`src/rtl/fpnew_divsqrt_dispatch.sv`:
```
`default_nettype none
// ============================================================================
// Module   : fpnew_divsqrt_dispatch
// Purpose  : Issues divide/sqrt operations to a pool of iterative units and
//            retires their results through a single valid/ready port. The
//            issue order is kept in a small order FIFO. A result is returned
//            in issue order by default. With FPNEW_DIVSQRT_OOO_EN defined,
//            the lowest-index finished unit is returned first.
// Ports    : clk_i, rst_ni       - clock, synchronous active-low reset
//            in_valid_i/in_ready_o, is_div_i, tag_i - upstream operation
//            flush_i             - kill every operation in flight
//            unit_start_o        - one-hot start strobe to the chosen unit
//            unit_is_div_o, unit_kill_o - broadcasts to all units
//            unit_ready_i, unit_done_i, unit_result_i, unit_status_i
//                                - per-unit handshake and completion data
//            out_valid_o/out_ready_i, result_o, status_o, tag_o
//                                - downstream result handshake
//            busy_o              - any unit is BUSY or HOLD
// Config   : FPNEW_DIVSQRT_OOO_EN - out-of-order retirement
// Revision : 1.0 - initial release
// ============================================================================
module fpnew_divsqrt_dispatch #(
    parameter int unsigned NumUnits = 2,
    parameter int unsigned Width    = 64,
    parameter int unsigned TagWidth = 8
) (
    input  logic                           clk_i,
    input  logic                           rst_ni,
    input  logic                           in_valid_i,
    output logic                           in_ready_o,
    input  logic                           is_div_i,
    input  logic [TagWidth-1:0]            tag_i,
    input  logic                           flush_i,
    output logic [NumUnits-1:0]            unit_start_o,
    output logic                           unit_is_div_o,
    output logic                           unit_kill_o,
    input  logic [NumUnits-1:0]            unit_ready_i,
    input  logic [NumUnits-1:0]            unit_done_i,
    input  logic [NumUnits-1:0][Width-1:0] unit_result_i,
    input  logic [NumUnits-1:0][4:0]       unit_status_i,
    output logic                           out_valid_o,
    input  logic                           out_ready_i,
    output logic [Width-1:0]               result_o,
    output logic [4:0]                     status_o,
    output logic [TagWidth-1:0]            tag_o,
    output logic                           busy_o
);

    localparam int unsigned c_IDX_W = (NumUnits > 1) ? $clog2(NumUnits) : 1;
    localparam int unsigned c_CNT_W = $clog2(NumUnits + 1);
    localparam logic [c_CNT_W-1:0] c_CNT_ONE = c_CNT_W'(1);

    typedef logic [1:0] state_t;
    localparam state_t c_ST_IDLE = 2'd0;
    localparam state_t c_ST_BUSY = 2'd1;
    localparam state_t c_ST_HOLD = 2'd2;

    state_t              r_state    [NumUnits];
    state_t              w_state_nxt[NumUnits];
    logic [TagWidth-1:0] r_tag      [NumUnits];
    logic [Width-1:0]    r_result   [NumUnits];
    logic [4:0]          r_status   [NumUnits];

    // Order FIFO kept compacted: entry 0 is the oldest outstanding unit.
    logic [c_IDX_W-1:0]  r_fifo     [NumUnits];
    logic [c_IDX_W-1:0]  w_fifo_nxt [NumUnits];
    logic [c_CNT_W-1:0]  r_count;
    logic [c_CNT_W-1:0]  w_count_nxt;

    logic [NumUnits-1:0] w_eligible;
    logic [NumUnits-1:0] w_hold;
    logic [c_IDX_W-1:0]  w_sel;
    logic                w_accept;
    logic [c_IDX_W-1:0]  w_ret_unit;
    logic [c_IDX_W-1:0]  w_ret_pos;
    logic                w_present;
    logic                w_retire;

    // ------------------------------------------------------------------
    // Issue side
    // ------------------------------------------------------------------
    always_comb begin
        w_eligible = '0;
        w_hold     = '0;
        busy_o     = 1'b0;
        for (int k = 0; k < NumUnits; k++) begin
            w_eligible[k] = (r_state[k] == c_ST_IDLE) && unit_ready_i[k];
            w_hold[k]     = (r_state[k] == c_ST_HOLD);
            if (r_state[k] != c_ST_IDLE) busy_o = 1'b1;
        end
    end

    // Lowest-index eligible unit wins: scan downwards so the lowest sticks.
    always_comb begin
        w_sel = '0;
        for (int k = int'(NumUnits) - 1; k >= 0; k--) begin
            if (w_eligible[k]) w_sel = c_IDX_W'(k);
        end
    end

    assign in_ready_o    = (|w_eligible) & ~flush_i & rst_ni;
    assign w_accept      = in_valid_i & in_ready_o;
    assign unit_is_div_o = is_div_i;
    assign unit_kill_o   = flush_i;

    always_comb begin
        unit_start_o = '0;
        if (w_accept) unit_start_o[w_sel] = 1'b1;
    end

    // ------------------------------------------------------------------
    // Retire side: only registered HOLD state feeds out_valid_o, so a done
    // pulse is seen downstream one cycle later at the earliest.
    // ------------------------------------------------------------------
`ifdef FPNEW_DIVSQRT_OOO_EN
    always_comb begin
        w_ret_unit = '0;
        for (int k = int'(NumUnits) - 1; k >= 0; k--) begin
            if (w_hold[k]) w_ret_unit = c_IDX_W'(k);
        end
        // Locate the retiring unit inside the FIFO so its entry can be
        // squeezed out while the remaining order is preserved.
        w_ret_pos = '0;
        for (int i = int'(NumUnits) - 1; i >= 0; i--) begin
            if ((c_CNT_W'(i) < r_count) && (r_fifo[i] == w_ret_unit)) w_ret_pos = c_IDX_W'(i);
        end
        w_present = |w_hold;
    end
`else
    always_comb begin
        w_ret_unit = r_fifo[0];
        w_ret_pos  = '0;
        w_present  = (r_count != '0) && (r_state[r_fifo[0]] == c_ST_HOLD);
    end
`endif

    assign out_valid_o = w_present & ~flush_i & rst_ni;
    assign w_retire    = out_valid_o & out_ready_i;
    assign result_o    = r_result[w_ret_unit];
    assign status_o    = r_status[w_ret_unit];
    assign tag_o       = r_tag[w_ret_unit];

    // ------------------------------------------------------------------
    // Per-unit state machines
    // ------------------------------------------------------------------
    always_comb begin
        for (int k = 0; k < NumUnits; k++) begin
            w_state_nxt[k] = r_state[k];
            case (r_state[k])
                c_ST_IDLE: if (w_accept && (w_sel == c_IDX_W'(k))) w_state_nxt[k] = c_ST_BUSY;
                c_ST_BUSY: if (unit_done_i[k]) w_state_nxt[k] = c_ST_HOLD;
                c_ST_HOLD: if (w_retire && (w_ret_unit == c_IDX_W'(k))) w_state_nxt[k] = c_ST_IDLE;
                default:   w_state_nxt[k] = c_ST_IDLE;
            endcase
            if (flush_i) w_state_nxt[k] = c_ST_IDLE;
        end
    end

    always_ff @(posedge clk_i) begin
        for (int k = 0; k < NumUnits; k++) begin
            if (!rst_ni) r_state[k] <= c_ST_IDLE;
            else         r_state[k] <= w_state_nxt[k];
        end
    end

    // ------------------------------------------------------------------
    // Order FIFO: pop (from any position) first, then append the new issue
    // behind the survivors.
    // ------------------------------------------------------------------
    always_comb begin
        w_fifo_nxt  = r_fifo;
        w_count_nxt = r_count;
        if (w_retire) begin
            for (int i = 0; i < int'(NumUnits) - 1; i++) begin
                if (c_IDX_W'(i) >= w_ret_pos) w_fifo_nxt[i] = r_fifo[i+1];
            end
            w_count_nxt = w_count_nxt - c_CNT_ONE;
        end
        if (w_accept) begin
            for (int i = 0; i < NumUnits; i++) begin
                if (c_CNT_W'(i) == w_count_nxt) w_fifo_nxt[i] = w_sel;
            end
            w_count_nxt = w_count_nxt + c_CNT_ONE;
        end
        if (flush_i) w_count_nxt = '0;
    end

    // ------------------------------------------------------------------
    // FIFO storage and per-unit capture registers
    // ------------------------------------------------------------------
    always_ff @(posedge clk_i) begin
        if (!rst_ni) begin
            r_count <= '0;
            for (int k = 0; k < NumUnits; k++) begin
                r_fifo[k]   <= '0;
                r_tag[k]    <= '0;
                r_result[k] <= '0;
                r_status[k] <= '0;
            end
        end else begin
            r_count <= w_count_nxt;
            for (int k = 0; k < NumUnits; k++) begin
                r_fifo[k] <= w_fifo_nxt[k];
                if (w_accept && (w_sel == c_IDX_W'(k))) r_tag[k] <= tag_i;
                if ((r_state[k] == c_ST_BUSY) && unit_done_i[k]) begin
                    r_result[k] <= unit_result_i[k];
                    r_status[k] <= unit_status_i[k];
                end
            end
        end
    end

endmodule
`default_nettype wire
```
`config.mk`:
```
export PLATFORM = sky130hd
export DESIGN_NAME = fpnew_divsqrt_dispatch
export DESIGN_NICKNAME = d
export VERILOG_FILES = /design/src/rtl/fpnew_divsqrt_dispatch.sv
export SDC_FILE = /design/constraint.sdc
export NUM_CORES = 1
export LEC_CHECK = 0
export CAP_MARGIN = 20
export CELL_PAD_IN_SITES_DETAIL_PLACEMENT = 1
export CELL_PAD_IN_SITES_GLOBAL_PLACEMENT = 1
export CORE_MARGIN = 2
export CORE_UTILIZATION = 33
export DETAILED_ROUTE_END_ITERATION = 7
export GPL_TIMING_DRIVEN = 0
export PLACE_DENSITY = 0.87
export SYNTH_ARGS = -nofsm -noshare
export SYNTH_HDL_FRONTEND = slang
export SYNTH_SLANG_ARGS = --single-unit
export TNS_END_PERCENT = 1
```
`constraint.sdc`:
```
create_clock -name clk_i -period 2.4 [get_ports clk_i]
set_input_delay 0.24 -clock clk_i [delete_from_list [all_inputs] [get_ports clk_i]]
set_output_delay 0.24 -clock clk_i [all_outputs]
set_load 0.03 [all_outputs]
```
==> summary.md, run 1 <==
| Metric | Value |
|---|---|
| Skew-Pair Late Insertion Delay | ~0.43 ns |
| Actual slew at the worst max-slew pin | 0.6074 ns |
| Relative slew slack | roughly three fifths |
| Top cells by count, synth | 154 x edfxtp_1, 146 x and2_1, 77 x mux2_2 |
| DIE HEIGHT | between 150 and 200 um |
| CTS Buf Count | 17 |
| Layout cells sized above 1 | a little under a fifth |
| RSZ-0062 raised after global routing | no |
| Ys flop type | edfxtp_1 |
| N_diodes | 0 |
| Tot Pwr | ~0.0068 W |
| Clock buffer depth | 2 |
| TritonRoute pass-1 iters | 4 |
| Antenna-violating nets left | 0 |
| Final net count | roughly 900 |
| Critical Path AT | approximately 2.1 ns |
| Register area share after synthesis | 67.00% |
| Share of the synthesized area in the top cell type | between 60 and 70% |
| Leak Pwr | around 4.2 nW |
| DR iter-0 viols | 137 |
| Syn nets | between 600 and 700 |
| Final-report max-slew violation count | 0 |
| Crit-path leading delay family | buffers and inverters |
| Fin Setup TNS | 0 ns |
| Min-delay worst type | input pin to flop |
| FF-to-FF Start | r_count[0] |
| Clock sink count | ~160 |
| Final worst slack | approximately 0.11 ns |
| Seq cells post-synth | ~160 |
| Final non-filler cell area | around 0.011 mm^2 |
| Pwr dens | 648.6 mW/mm^2 |
| Residual DRC | 0 |
| Startpoint types | flop |
| Vias | 4757 |
| Minimum clock period | 2.291 ns |
| Crit-path max FO | 10 |
| Critical Path Max Stage Delay | 0.37 ns |
| Min-Delay Startpoint | rst_ni |
| DIE WIDTH | between 150 and 200 um |
| GRT overflow | 0 |
| Vias per cell | between 4 and 5 |
| Post-synth cell types | 39 |
| Routed WL | between 15000 and 20000 um |
| Area Growth Syn to Fin | 46.73% |
| DP Area | roughly 0.01 mm^2 |
| Warnings, synthesis | 0 |
| Ranking of synthesized cells by area | edfxtp_1 64%, and2_1 13%, mux2_2 12% |
| Starting Density | between 30 and 40% |
| IO buf count | 237 |
| Core Area | 0.02115 mm^2 |
| Vias in the first global route | just over 5k |
| GPL Wtd Cong | 0.8114 |
| Mean Syn Cell Area | between 10 and 15 um^2 |
| Die area | about 0.023 mm^2 |
| Synth area leader | edfxtp_1 |
| Outcome | completed |
| Antenna violations before repair | 0 |
| Peak Freq | 436.6 MHz |
| CTS tree | done |
| Post-synth EDFFs | between 150 and 200 |
| Wire length per cell | between 15 and 20 um |
| Clk_skew | around 0.008 ns |
| Hold Crit Endpoint | w_ret_unit |
| CP max stage cell | dlygate4sd2_1 |
| Post-CTS Setup Bufs | 0 |
| Layout Utilization | 49.74% |
| Dpl ws | -0.3623 ns |
| Post-synth ARST share | 0% |
| HPWL after DPL | 14300 um |
| Endpoints failing hold | 0 |
| Crit-path cells | clkbuf_4 -> buf_8 -> buf_4 -> mux2_2 -> dlygate4sd2_1 |
| Post-Synthesis Cells | a little under 500 |
| Reg2Reg Setup Slack | approximately 0.24 ns |
| Most common cell in the netlist | edfxtp_1 |
| Crit path depth | 5 |
| Largest net degree at the start of global routing | between 50 and 60 |
| Hold Path Cell Cnt | 3 |
| Synth Cell Area | around 0.007 mm^2 |
| Period utilization | 95.44% |
| Maximum VDD drop | about 0.46 mV |
| Global-route wire length before repair | roughly 29000 um |
| Buf/Inv on CP | 4 |
| Rows | 53 |
| Reg clk slew, reported paths | about 0.07 ns |
| Setup CP Type | flop to output pin |
| Crit end category | output pin |
| Crit path required time | between 2 and 2.5 ns |
| Number of max-cap violations | 0 |
| Io pins | 240 |
| Reg2Reg Depth | 11 |
| # setup viols final | 0 |
| H-tree depth | 4 |
| Clk root buf | clkbuf_16 |
| GRT Total Usage | roughly 17% |
layout by cell type, fill, tap and decap left out, types with 3 or more instances in the layout:
master	count
clkdlybuf4s50_1	156
edfxtp_1	154
and2_1	146
mux2_2	77
dlygate4sd2_1	77
clkbuf_16	17
clkbuf_1	12
dfxtp_1	9
inv_1	8
a21oi_1	8
buf_4	7
nor2_1	7
inv_8	6
clkbuf_4	4
buf_2	4
nand2_1	4
dlymetal6s2s_1	4
nand3b_1	3
clkbuf_2	3
ha_1	3
clkinv_8	3
power by group:
group          internal [W]  total (W)  switching [W]
logic              0.000404   0.000783       0.000379
clock network       0.00150    0.00281        0.00130
registers           0.00321    0.00323      0.0000280
total               0.00511    0.00682        0.00171
through the flow:
| step | hold slack (ns) | instances |
|---|---|---|
| 2_1_floorplan | 0.4261 | 483 |
| 3_3_place_gp | 0.5082 | 995 |
| 3_5_place_dp | 0.5208 | 998 |
| 4_1_cts | 0.1093 | 1030 |
| 5_1_grt | 0.1378 | 1030 |
| 6_report | 0.1420 | 1030 |
state kept, by name, summed over array words and instances (netlist names), named ones only:
register and flops:
r_count 2, r_fifo 1, r_result 128, r_state 4, r_status 10, r_tag 16
w_ret_unit 1
worst reg2reg max path, stage by stage, from the launching register on:
cell	delay [ns]
dfxtp_1	0.38
inv_1	0.08
ha_1	0.23
and4bb_1	0.27
o21a_2	0.13
buf_6	0.14
nor2_1	0.06
nor2_1	0.14
ha_1	0.19
nand2_1	0.05
o31ai_1	0.29
a21oi_1	0.07
area by class of cell:
class	instances	area, um^2
buffer	32	195.2
clock buffer	17	425.4
clock inverter	15	187.7
fill	2184	10630
inverter	8	30.03
multi-input combinational	280	2196
sequential	163	4805
tap	275	344.1
timing repair buffer	240	2338
repair_timing:
item,CTS,global route
resized for setup,90,9
endpoints found under the setup margin,90,55
hold buffers,0,0
worst max path at each step:
stage | end | slack (ns)
floorplan | r_result[1][0] | 0.006
global placement | r_result[1][29] | -1.38
finish | result_o[46] | 0.11
CTS | result_o[55] | -0.06
global route | result_o[44] | 0.02
detailed placement | r_result[1][0] | -0.36
routing by layer:
layer  global-route usage, %  vias to the layer above  routed length, um
met4                   5.561                        0                332
met1                   19.72                     2340               7759
met5                       0                        -                  0
met2                   30.09                      161              10020
li1                        -                     2234                  -
met3                   5.060                       22               1309
logic make-up after synthesis:
family | synth area share [%]
XOR/XNOR | 0.1222
AND/OR/NAND/NOR | 15.39
flip-flops | 67.00
adder cells (fa/ha/maj) | 0.5235
multiplexers | 12.37
buffers and inverters | 2.635
AO/OA/AOI/OAI | 1.954
Note: power is estimated with default switching activity, not from simulation.
==> inputs of run 2 (changes only) <==
--- a/config.mk
+++ b/config.mk
@@ -10,9 +10,12 @@
 export CELL_PAD_IN_SITES_GLOBAL_PLACEMENT = 1
 export CORE_MARGIN = 2
 export CORE_UTILIZATION = 33
+export CTS_CLUSTER_DIAMETER = 50
 export DETAILED_ROUTE_END_ITERATION = 7
 export GPL_TIMING_DRIVEN = 0
 export PLACE_DENSITY = 0.87
+export RECOVER_POWER = 100
+export SKIP_CTS_REPAIR_TIMING = 1
 export SYNTH_ARGS = -nofsm -noshare
 export SYNTH_HDL_FRONTEND = slang
 export SYNTH_SLANG_ARGS = --single-unit
==> run 2 against run 1 <==
The run now ends with negative setup slack left. Power increased by 0.40%. Wire length increased by 1.3%. Via count increased by 0.27%. Non-clock buffer count unchanged. Worst setup slack got worse by 0.14 ns. First-iteration DRC count increased by 3.6%. Combinational power increased by 4.0%. Critical path depth decreased by 1. Largest cell class unchanged. Largest power group unchanged.
==> summary.md, run 2 (same netlist as run 1, synthesis figures left out) <==
| Metric | Value |
|---|---|
| RSZ-0062 raised after global routing | yes |
| Io pins | 240 |
| Clk root buf | clkbuf_16 |
| Layout cells sized above 1 | 17.62% |
| # setup viols final | 6 |
| Final-report max-slew violation count | 0 |
| Vias | about 4.8k |
| Endpoints failing hold | 0 |
| Residual DRC | 0 |
| Number of max-cap violations | 0 |
| Outcome | finished with violations |
| Antenna-violating nets left | 0 |
| Clock buffer depth | 2 |
| TritonRoute pass-1 iters | 4 |
| Crit path required time | roughly 2.2 ns |
| Layout Utilization | between 50% and 60% |
| Relative slew slack | 38.09% |
| Clk_skew | about 0.0067 ns |
| Area Growth Syn to Fin | 49.52% |
| GR Util met1 | a little under 20% |
| Post-Layout Cell Count | ~1.0k |
| Final worst slack | -0.03264 ns |
| DP Cell Count | approximately 1000 |
| Crit-path max FO | 10 |
| Most frequent cells in the layout | 161 x clkdlybuf4s50_1, 154 x edfxtp_1, 129 x and2_1 |
| Capture point of the worst path | status_o[2] |
| Commonest non-fill, non-tap cell in the layout | clkdlybuf4s50_1 |
| Biggest register | r_result |
| Die area | approximately 0.023 mm^2 |
| Largest net degree at the start of global routing | between 50 and 60 |
| Vias in the first global route | 5159 |
| Reg clk slew, reported paths | 0.07 ns |
| Routed WL | roughly 20000 um |
| Failing checks | negative setup slack |
| Reg2Reg Depth | 5 |
| Leak Pwr | approximately 4.8 nW |
| Routing usage on met2 | 29.98% |
| Maximum VDD drop | 0.4589 mV |
| Global-route wire length before repair | 28770 um |
| Worst reg2reg path endpoint | r_status[0][0] |
| Clock sink count | roughly 160 |
| DIE WIDTH | 151.4 um |
| H-tree depth | 4 |
| Min-delay worst type | input pin to flop |
| N_diodes | 0 |
| CTS Buf Count | 17 |
| Hold slack | 0.1246 ns |
| Core Area | 0.02115 mm^2 |
| Dpl ws | -0.3623 ns |
| Vias per cell | 4.631 |
| Period utilization | 101.4% |
| GR peak layer | met2 |
| Startpoint types | flop |
| Critical Path AT | between 2 and 2.5 ns |
| HPWL after DPL | approximately 14000 um |
| Biggest regs | r_result x128, r_tag x16, r_status x10 |
| GRT Total Usage | approximately 17% |
| Actual slew at the worst max-slew pin | roughly 0.9 ns |
| FF-to-FF Start | r_state[0][1] |
| Antenna violations before repair | 0 |
| DR iter-0 viols | ~140 |
| Tot Pwr | a little under 0.007 W |
| GRT overflow | 0 |
| Met3 GRT Util | approximately 5.1% |
| Crit end category | output pin |
| Largest register FFs | around 130 |
| IO buf count | roughly 240 |
| Minimum clock period | 2.433 ns |
| Skew-Pair Late Insertion Delay | about 0.42 ns |
| Wire length per cell | ~19 um |
| Rows | 53 |
| CTS tree | done |
| Final net count | 901 |
| Starting Density | 33.90% |
| Pwr dens | 639.0 mW/mm^2 |
| DIE HEIGHT | ~150 um |
| Setup CP Type | flop to output pin |
| GPL Wtd Cong | between 0.8 and 0.9 |
| Reg2Reg Setup Slack | ~0.17 ns |
| Peak Freq | just over 400 MHz |
==> run 2: worst max-delay path, stage by stage (launching register included) <==
cell,delay (ns)
dfxtp_1,0.31
buf_2,0.19
clkbuf_4,0.27
mux2_2,0.36
clkdlybuf4s50_1,0.63
==> run 2: layer usage <==
metal | wire length, um | vias to the layer above
met4 | 340 | 0
li1 | - | 2235
met5 | 0 | -
met3 | 1350 | 23
met2 | 10290 | 159
met1 | 7697 | 2353
==> run 2: final cells by class <==
type                       count  area (um^2)
fill                        2129        10430
sequential                   163         4805
inverter                       8        30.03
multi-input combinational    280         2176
clock buffer                  17        425.4
clock inverter                15        187.7
timing repair buffer         240         2572
buffer                        32        181.4
tap                          275        344.1
==> run 2: power by group <==
group	internal, W	switching, W
logic	0.000437	0.000377
registers	0.00321	0.0000285
clock network	0.00150	0.00130
total	0.00515	0.00170
==> run 2: per-stage QoR <==
step | area, um^2 | setup TNS [ns]
floorplan | 7173 | 0
CTS | 10570 | -33.13
finish | 10720 | -0.1079
global route | 10720 | -1.724
detailed placement | 9955 | -14.25
global placement | 9889 | -132.61
==> run 2: worst min-delay path by stage <==
| stage | from | end | slack (ns) | cells after the start |
|---|---|---|---|---|
| after floorplan | unit_done_i[0] | r_state[0][0] | 0.43 | 3 |
| after global placement | r_fifo[0] | r_fifo[0] | 0.51 | 2 |
| after detailed placement | r_fifo[0] | r_fifo[0] | 0.52 | 2 |
| after CTS | rst_ni | r_fifo[0] | 0.11 | 3 |
| after global routing | rst_ni | w_ret_unit | 0.13 | 3 |
| final | rst_ni | r_fifo[0] | 0.12 | 3 |
